**src/rtl/cia_timer.sv**
```systemverilog
// cia_timer: two 16-bit CIA-style interval timers + ICR driving 6502 IRQ; CIA_TIMER_CASCADE_EN lets TB count TA underflows.
// Latency: register writes visible next cycle; reads return on dout one cycle after cs&~we; irq follows flag/mask state.
// Backpressure: none; the CPU bus is always accepted, and dout holds its last value between reads.
module cia_timer (
    input  logic       clk,
    input  logic       reset,
    input  logic       tick,
    input  logic       cs,
    input  logic       we,
    input  logic [3:0] reg_addr,
    input  logic [7:0] di,
    output logic [7:0] dout,
    output logic       irq
);

    localparam logic [3:0] TA_LO = 4'h4;
    localparam logic [3:0] TA_HI = 4'h5;
    localparam logic [3:0] TB_LO = 4'h6;
    localparam logic [3:0] TB_HI = 4'h7;
    localparam logic [3:0] ICR   = 4'hD;
    localparam logic [3:0] CRA   = 4'hE;
    localparam logic [3:0] CRB   = 4'hF;

    logic [15:0] ta_cnt, ta_lat, tb_cnt, tb_lat;
    logic        ta_start, ta_oneshot, tb_start, tb_oneshot, tb_cascade;
    logic [1:0]  icr_mask, icr_flag;
    logic        wr, rd;
    logic        ta_ev, ta_uf, tb_ev, tb_uf;
    logic        ta_load, tb_load;
    logic [15:0] ta_load_val, tb_load_val;
    logic [7:0]  rdata;

    assign wr = cs & we;
    assign rd = cs & ~we;

    assign ta_ev = tick & ta_start;
    assign ta_uf = ta_ev & (ta_cnt == 16'h0000);
`ifdef CIA_TIMER_CASCADE_EN
    assign tb_ev = tb_start & (tb_cascade ? ta_uf : tick);
`else
    assign tb_ev      = tb_start & tick;
    assign tb_cascade = 1'b0;
`endif
    assign tb_uf = tb_ev & (tb_cnt == 16'h0000);

    // A load (HI write while stopped, or FORCE_LOAD) takes priority over counting.
    assign ta_load     = wr & (((reg_addr == TA_HI) & ~ta_start) | ((reg_addr == CRA) & di[4]));
    assign tb_load     = wr & (((reg_addr == TB_HI) & ~tb_start) | ((reg_addr == CRB) & di[4]));
    assign ta_load_val = (reg_addr == TA_HI) ? {di, ta_lat[7:0]} : ta_lat;
    assign tb_load_val = (reg_addr == TB_HI) ? {di, tb_lat[7:0]} : tb_lat;

    assign irq = |(icr_flag & icr_mask);

    always_comb begin
        rdata = 8'h00;
        case (reg_addr)
            TA_LO:   rdata = ta_cnt[7:0];
            TA_HI:   rdata = ta_cnt[15:8];
            TB_LO:   rdata = tb_cnt[7:0];
            TB_HI:   rdata = tb_cnt[15:8];
            ICR:     rdata = {irq, 5'b00000, icr_flag};
            CRA:     rdata = {4'b0000, ta_oneshot, 2'b00, ta_start};
            CRB:     rdata = {1'b0, tb_cascade, 2'b00, tb_oneshot, 2'b00, tb_start};
            default: rdata = 8'h00;
        endcase
    end

    always_ff @(posedge clk) begin
        if (reset) begin
            ta_cnt     <= 16'hFFFF;
            ta_lat     <= 16'hFFFF;
            tb_cnt     <= 16'hFFFF;
            tb_lat     <= 16'hFFFF;
            ta_start   <= 1'b0;
            ta_oneshot <= 1'b0;
            tb_start   <= 1'b0;
            tb_oneshot <= 1'b0;
            icr_mask   <= 2'b00;
            icr_flag   <= 2'b00;
            dout       <= 8'h00;
        end else begin
            if (ta_load)
                ta_cnt <= ta_load_val;
            else if (ta_ev)
                ta_cnt <= ta_uf ? ta_lat : ta_cnt - 16'd1;

            if (tb_load)
                tb_cnt <= tb_load_val;
            else if (tb_ev)
                tb_cnt <= tb_uf ? tb_lat : tb_cnt - 16'd1;

            if (ta_uf & ta_oneshot)
                ta_start <= 1'b0;
            if (tb_uf & tb_oneshot)
                tb_start <= 1'b0;

            // CR writes land after the one-shot stop so the CPU's value wins.
            if (wr) begin
                case (reg_addr)
                    TA_LO: ta_lat[7:0]  <= di;
                    TA_HI: ta_lat[15:8] <= di;
                    TB_LO: tb_lat[7:0]  <= di;
                    TB_HI: tb_lat[15:8] <= di;
                    ICR:   icr_mask     <= di[7] ? (icr_mask | di[1:0]) : (icr_mask & ~di[1:0]);
                    CRA: begin
                        ta_start   <= di[0];
                        ta_oneshot <= di[3];
                    end
                    CRB: begin
                        tb_start   <= di[0];
                        tb_oneshot <= di[3];
                    end
                    default: ;
                endcase
            end

            // A new underflow outranks the read-clear so no event is lost.
            icr_flag <= ((rd && (reg_addr == ICR)) ? 2'b00 : icr_flag) | {tb_uf, ta_uf};

            if (rd)
                dout <= rdata;
        end
    end

`ifdef CIA_TIMER_CASCADE_EN
    always_ff @(posedge clk) begin
        if (reset)
            tb_cascade <= 1'b0;
        else if (wr && (reg_addr == CRB))
            tb_cascade <= di[6];
    end
`endif

endmodule

```
**config.mk**
```make
export PLATFORM = sky130hd
export DESIGN_NAME = cia_timer
export DESIGN_NICKNAME = d
export VERILOG_FILES = /design/src/rtl/cia_timer.sv
export SDC_FILE = /design/constraint.sdc
export NUM_CORES = 1
export LEC_CHECK = 0
export BUFFER_PORTS_ARGS = -buffer_cell sky130_fd_sc_hd__buf_2
export CORE_ASPECT_RATIO = 1.25
export CORE_MARGIN = 10
export CORE_UTILIZATION = 35
export DETAILED_ROUTE_END_ITERATION = 7
export PLACE_DENSITY_LB_ADDON = 0.05
export REMOVE_ABC_BUFFERS = 1
export SYNTH_ARGS = -nofsm -noshare
export SYNTH_HDL_FRONTEND = slang
export SYNTH_SLANG_ARGS = --single-unit
export TNS_END_PERCENT = 10
```
**constraint.sdc**
```tcl
create_clock -name clk -period 2.75 [get_ports clk]
set_input_delay 0.6875 -clock clk [delete_from_list [all_inputs] [get_ports clk]]
set_output_delay 0.6875 -clock clk [all_outputs]
set_load 0.005 [all_outputs]
```
# Yosys cells after proc, flatten, opt, wreduce, memory -nomap -nowiden
# Index checks and enable logic that the tools add are counted.
[totals]
input_bits = 17
mem_bits_ro = 0
mem_count = 0
ramBits = 0
latch_bits = 0
register_bits = 80
out_inout_bits = 9
elab_cells = 76
[op_classes]
shift = 0
n_bitwise = 24
add_sub_neg = 2
mul = 0
eq_ne = 7
muxes = 17
n_div = 0
n_reduce_logical = 13
order_cmp = 0
[op_table]
columns = ["cell", "count"]
rows = [
  ["16-bit two-way mux", 8],
  ["8-bit one-hot mux with 7 select lines", 1],
  ["16-bit logical NOT", 2],
  ["16-bit by 1-bit subtractor with 16-bit output, second input constant", 2],
  ["4-bit by 3-bit equality test with 1-bit output, second input constant", 4],
  ["1-bit bitwise AND", 14],
  ["2-bit AND reduction", 7],
  ["4-bit equality test, second input constant", 3],
  ["1-bit two-way mux", 6],
  ["2-bit bitwise AND", 2],
  ["2-bit two-way mux", 2],
  ["2-bit OR", 2],
  ["2-bit nonzero test", 2],
  ["1-bit NOT", 3],
  ["2-bit NOT", 1],
  ["1-bit OR", 2],
  ["2-bit OR reduction", 1],
  ["1-bit logical AND", 1],
]

# Depth between registers and ports, before layout
# Gate-level depths: netlist of run 1.
[depth]
word_depth = 6
ltp_mapped = 8
mapped_depth_nobuf = 7

# Worst setup path before layout of run 1
# No wires, ideal clock.
[synth_path]
path_type = "in2reg"
startpoint = "input reg_addr[3]"
endpoint = "register tb_cnt[15]"
required_time_ps = 2617
setup_ps = 133
slack_ps = 483
n_path_buf = 2
stages = 7
arrival_ps = 2134
cell_sequence = "clkbuf_1 nand4b_1 buf_2 mux2_2 a221o_1 a31oi_1 o31ai_1"
[synth_via]
elab_chain_cells = 5
elab_cells_between_ends = 9
classes_between = "eq/ne (2); mux (2); bitwise (4); reduce/logical (1)"
[synth_lines]
columns = ["element", "line", "text"]
rows = [
  ["start, declared", "10", "input logic [3:0] reg_addr,"],
  ["4-bit by 3-bit equality test with 1-bit output / 4-bit equality test (equally long branches)", "48, 50", ""],
  ["1-bit bitwise AND", "48", "assign tb_load = wr & (((reg_addr == TB_HI) & ~tb_start) | ((reg_addr == CRB) & di[4]));"],
  ["1-bit OR", "48", ""],
  ["1-bit bitwise AND", "48", ""],
  ["16-bit two-way mux / 2-bit nonzero test (equally long branches)", "-", ""],
  ["end signal, assigned", "88", "tb_cnt <= tb_load_val;"],
  ["end signal, assigned", "90", "tb_cnt <= tb_uf ? tb_lat : tb_cnt - 16'd1;"],
  ["end, declared", "24", "logic [15:0] ta_cnt, ta_lat, tb_cnt, tb_lat;"],
]
# Several ways; a longest one is shown, not always the timed one.
# A chain may end at the register's enable or synchronous reset.

# Final worst setup path of run 1
[layout_path]
startpoint = "register ta_cnt[0]"
endpoint = "register ta_cnt[1]"
[layout_via]
elab_chain_cells = 5
elab_cells_between_ends = 6
classes_between = "add/sub (1); mux (3); bitwise (1); reduce/logical (1)"
[layout_lines]
columns = ["element", "line", "text"]
rows = [
  ["start, declared", "24", ""],
  ["start signal, assigned", "83", "ta_cnt <= ta_load_val;"],
  ["start signal, assigned", "85", "ta_cnt <= ta_uf ? ta_lat : ta_cnt - 16'd1;"],
  ["parallel branches: the longest is 2 deep, another holds 16-bit by 1-bit subtractor with 16-bit output", "-", ""],
  ["16-bit two-way mux *", "85", ""],
  ["16-bit two-way mux *", "84", "else if (ta_ev)"],
  ["16-bit two-way mux *", "82", "if (ta_load)"],
]
# Every way passes the cells marked *. The select of a mux whose other input is x is not followed.

==> run metrics, run 1 <==
GRT Overall Usage=roughly 18%; Critical Path Start Type=flip-flop; placed cell area=0.00507 mm²; H-tree levels=3; min-delay src=dout[3]; RSZ-0062 raised after global routing=no; DPL Wire Length=approximately 11 mm; CTS tree=built; gr ovfl total=0; Crit. End Element=flip-flop; vias in the first global route=between 4000 and 5000; initial cell density of the core=between 30% and 40%; Post-synth top cells=92 x nand2_1, 80 x dfxtp_1, 48 x mux2i_1; die height=around 150 µm; YS warnings=0; Max Root-Sink Buffers=2; Req. time, crit path=roughly 3.0 ns; peak supply drop=around 420 µV; top cells by area, synth=dfxtp_1 35%, mux2i_1 10%, nand2_1 7.5%; ys async rst share=0%; status=complete, no violations; Hold WC Path Type=flip-flop to flip-flop; R2R Setup Slk=roughly 0.5 ns; Fin. Hold Viols=0; placed cell count=740; Avg Inst Size Synth=approximately 8.5 µm²; clock tree sinks=80; Worst R2R End=ta_cnt[1]; TritonRoute pass-1 iters=4; drt wl/cell=20.6 µm; critical path's slowest cell=o211ai_4; ANT nets after route=0; register area share after synthesis=between 30 and 40%; crit path buf inv count=2; Worst Setup EP=ta_cnt[1]; Layout Cells excl Fill=approximately 760; drt via density=between 5 and 6; largest net degree at the start of global routing=33; Mapped Area=roughly 0.0046 mm²; CP max FO=10; Clock transition at path regs=approximately 0.060 ns; area leader, netlist=dfxtp_1; share of cells above drive strength 1=approximately 17%; Synth top area share=~35%; max-cap violation count=0; period utilization=81.3%; Worst-Margin Slew=about 0.78 ns; Post-Route Utilization=~42%; CTS root buf=clkbuf_16; leakage=2.23 nW; initial antenna violation count=1; PD cells=513 mW/mm²; number of gates resized after CTS=0; I/O pin count=26; Reg2Reg Depth=8; Crit path depth=8; cts bufs inserted=9; Post-CTS Setup Bufs=0; first-pass GRT wire length=~24 mm; core area=between 0.01 and 0.015 mm²; ys flop type=dfxtp_1; Worst Clk Skew=approximately 0.0058 ns; synth unique cells=between 70 and 80; CP top delay family=compound AO/OA/AOI/OAI gates; Post-synth EDFFs=0; Overall Power=~2.8 mW; Die W=around 120 µm; setup TNS=0 ns; Port Buffers=25; Final nets=approximately 600; worst path arrival time=approximately 2.5 ns; standard-cell rows=46; Slew headroom=47.6%; Routed Wire Length=15.6 mm; fmax=447 MHz; Final Slew Violations=0; Hold WS=about 0.46 ns; Crit Path Class=flip-flop to flip-flop; initial DRC count=270; critical-path cell list=inv_1, ha_1, nor4b_1, buf_4, nand4_4, o211ai_4, nand2b_1, a221o_1; setup ws final=between 0.5 and 0.6 ns; count leader, synth=nand2_1; P&R area growth vs syn=17.0%; Synth Instances=around 550; CTS Hold Bufs=0; crit-path max cell delay=0.39 ns; Final Cell Area=roughly 0.0054 mm²; # DRC=0; FF+latch count, synth=80; Final min period=around 2.2 ns; Clock Latency Late Sink=around 0.34 ns; Total Die Area=roughly 0.018 mm²; critical path launch point=ta_cnt[0]; pre-CTS setup slack=0.257 ns; worst r2r src=ta_cnt[0]; routed via count=around 4200; Final setup viols=0; Routability Congestion=~0.92
## layout make-up
type	instances	area, µm²
flip-flops and latches	80	1600
diodes	1	2.50
clock buffers	11	233
fillers	1309	7420
clock inverters	5	105
repair buffers	57	378
multi-input cells	427	2850
inverters	8	30.0
well taps	168	210
## how the worst min path moves through the flow
stage               depth (start not counted)        end
finish                                      2    dout[3]
CTS                                         2    dout[0]
global placement                            2    dout[0]
floorplan                                   2  ta_lat[1]
detailed placement                          2  ta_lat[1]
global route                                2    dout[3]
## report_power, final
group	total [mW]	switching (mW)	internal, mW
combinational	0.198	0.124	0.0741
clock	1.38	0.490	0.888
sequential	1.20	0.0228	1.18
total	2.77	0.636	2.14
## worst min-delay path, delay by kind of cell (launching register included)
family | cells | cell delay, ns
flops | 1 | 0.31
simple gates | 1 | 0.05
compound gates | 1 | 0.05
## per-layer routing
metal	vias up	routed length [µm]	track usage, %
met4	0	455	6.97
met3	20	554	3.18
met2	76	7730	29.2
met5	-	0	0
met1	2058	6850	21.7
li1	2070	-	-
## cell families after synthesis
logic type	share of synthesized area, %
simple gates	25.8
compound gates	17.3
flops	34.6
mux	14.8
buf+inv	3.76
xor+xnor	2.65
fa+ha+maj	1.08
## flip-flops by register name, summed over array words and instances, names as in the netlist, 2 cells and up, named ones only
| signal | flops |
|---|---|
| tb_lat | 16 |
| dout | 8 |
| tb_cnt | 16 |
| icr_flag | 2 |
| ta_cnt | 16 |
| ta_lat | 16 |
## cell usage in the layout, fill, tap and decap left out, types with 10 or more instances in the layout
| cell | n |
|---|---|
| o211ai_1 | 10 |
| o21ai_0 | 29 |
| mux2i_1 | 48 |
| nand2_1 | 92 |
| mux2_2 | 10 |
| xnor2_1 | 13 |
| buf_2 | 25 |
| buf_4 | 31 |
| nand3_1 | 29 |
| dfxtp_1 | 80 |
| a21oi_1 | 20 |
| nor2_1 | 43 |
No activity file was read; power rests on OpenSTA's default activity.
==> run 2: changes to the inputs <==
- clock period: 2.75 -> 2.1 ns (I/O delays scaled with it)
==> run 2 against run 1 <==
Net effect:
- first-iteration DRC count grew 23%
- design area rose by 8.2%
- flip-flop and latch count stayed put
- sequential share of layout area is 2.2 points lower
- via count up 4.8%
- register-to-register slack got worse by 0.39 ns
- critical path depth down 3
- worst setup slack worse by 0.39 ns
- cell count increased by 6.5%
- critical path type unchanged
- largest cell class unchanged
==> run metrics, run 2 (synthesis results as in run 1) <==
Routability Congestion=approximately 0.95; Final Cell Area=between 0.005 and 0.006 mm²; ANT nets after route=0; period utilization=between 90% and 100%; Final setup viols=0; clock tree sinks=80; CTS root buf=clkbuf_16; critical path's slowest cell=or3_4; die height=149 µm; Port Buffers=25; peak supply drop=~320 µV; Final nets=around 650; gr ovfl total=0; R2R Setup Slk=0.13 ns; CTS Hold Bufs=0; CTS tree=built; status=complete, no violations; routed via count=roughly 4400; Slew headroom=approximately three fifths; Hold WC Path Type=flip-flop to flip-flop; standard-cell rows=46; first-pass GRT wire length=between 20 and 25 mm; sw frac=about a quarter; Worst Clk Skew=0.00671 ns; drt via density=about 5.5; Hold WS=0.461 ns; Clock transition at path regs=about 0.07 ns; Critical Path Start Type=flip-flop; initial DRC count=about 330; Final Slew Violations=0; P&R area growth vs syn=26.5%; critical path launch point=tb_cnt[6]; sequential power share=between 40 and 50%; share of cells above drive strength 1=between 20% and 30%; Fin. Hold Viols=0; RSZ-0062 raised after global routing=yes; worst r2r src=tb_cnt[6]; Psw=just under 0.9 mW; crit-path max cell delay=between 0.4 and 0.5 ns; PD cells=~620 mW/mm²; TritonRoute pass-1 iters=7; Total Die Area=between 0.015 and 0.02 mm²; leakage=~2.5 nW; I/O pin count=26; commonest non-fill, non-tap cell in the layout=nand2_1; drt wl/cell=between 15 and 20 µm; Reg2Reg Depth=5; Internal=about 2.7 mW; CP max FO=6; Worst-Margin Slew=approximately 0.6 ns; initial cell density of the core=between 30% and 40%; cts bufs inserted=9; Req. time, crit path=2.35 ns; Worst Setup EP=tb_cnt[13]; initial antenna violation count=1; worst path arrival time=roughly 2.2 ns; largest net degree at the start of global routing=53; Final min period=between 1.5 and 2 ns; Crit. End Element=flip-flop; H-tree levels=3; vias in the first global route=~4400; DPL Wire Length=11.8 mm; Gate power share=slightly above 8%; fmax=around 510 MHz; Clock Latency Late Sink=0.34 ns; GRT Overall Usage=between 10% and 20%; critical-path cell list=nor4_4, nand3_2, or3_4, mux2i_1, o41ai_2; Max Root-Sink Buffers=2; placed cell area=approximately 0.0055 mm²; # DRC=0; most frequent cells in the layout=92 x nand2_1, 80 x dfxtp_1, 76 x buf_4, 48 x mux2i_1, 43 x nor2_1; Crit Path Class=flip-flop to flip-flop; core area=0.0128 mm²; Routed Wire Length=between 15 and 20 mm; Die W=around 120 µm; max-cap violation count=0; Worst R2R End=tb_cnt[13]; clock network fraction of total power=48.5%
==> run 2: final cells by class <==
cell class                 count  area [µm²]
clock inverter                 6        91.3
fill                        1289        6980
inverter                       8        30.0
antenna                        1        2.50
sequential                    80        1600
tap                          168         210
clock buffer                  10         239
multi-input combinational    427        2880
timing repair buffer         106         796
==> run 2: power by group through the flow <==
| stage | sequential [mW] | combinational [mW] | clock, mW |
|---|---|---|---|
| detailed placement | 1.60 | 0.297 | 0 |
| global placement | 1.59 | 0.298 | 0 |
| floorplan | 1.59 | 0.120 | 0 |
| CTS | 1.56 | 0.299 | 1.79 |
| global route | 1.56 | 0.321 | 1.86 |
| finish | 1.56 | 0.298 | 1.75 |
==> run 2: repair_timing <==
item	in CTS	in global routing
setup endpoints to repair	0	16
gates resized for setup	0	6
setup buffers	0	0
==> run 2: critical path: cells and delay by family, from the launching register on <==
kind               cells  cell delay, ns
AOI/OAI and AO/OA      1            0.30
DFF                    1            0.40
muxes                  1            0.16
and+or+nand+nor        3            1.03
==> run 2: metal layers <==
metal	vias up	track usage, %	routed length [µm]
met5	-	0	0
met1	2127	20.8	6690
li1	2171	-	-
met4	0	4.90	276
met2	110	30.8	8100
met3	18	3.48	675
==> run 2: through the flow <==
step / std cells / total power, mW / TNS, ns / utilization, % / setup slack, ns
finish: 806 / 3.61 / 0 / 45.6 / 0.127
global route: 805 / 3.74 / -0.0224 / 45.6 / -0.0201
CTS: 805 / 3.65 / 0 / 45.3 / 0.0601
detailed placement: 789 / 1.89 / -0.0221 / 42.8 / -0.0221
global placement: 789 / 1.89 / -0.0188 / 42.8 / -0.0188
floorplan: 515 / 1.71 / -0.183 / - / -0.154
==> run 2: worst min-delay path by stage <==
stage | start | to | cells past startpoint
after global routing | dout[0] | dout[0] | 2
after CTS | dout[3] | dout[3] | 2
after global placement | dout[3] | dout[3] | 2
after detailed placement | dout[3] | dout[3] | 2
after floorplan | ta_lat[1] | ta_lat[1] | 2
final | dout[3] | dout[3] | 2
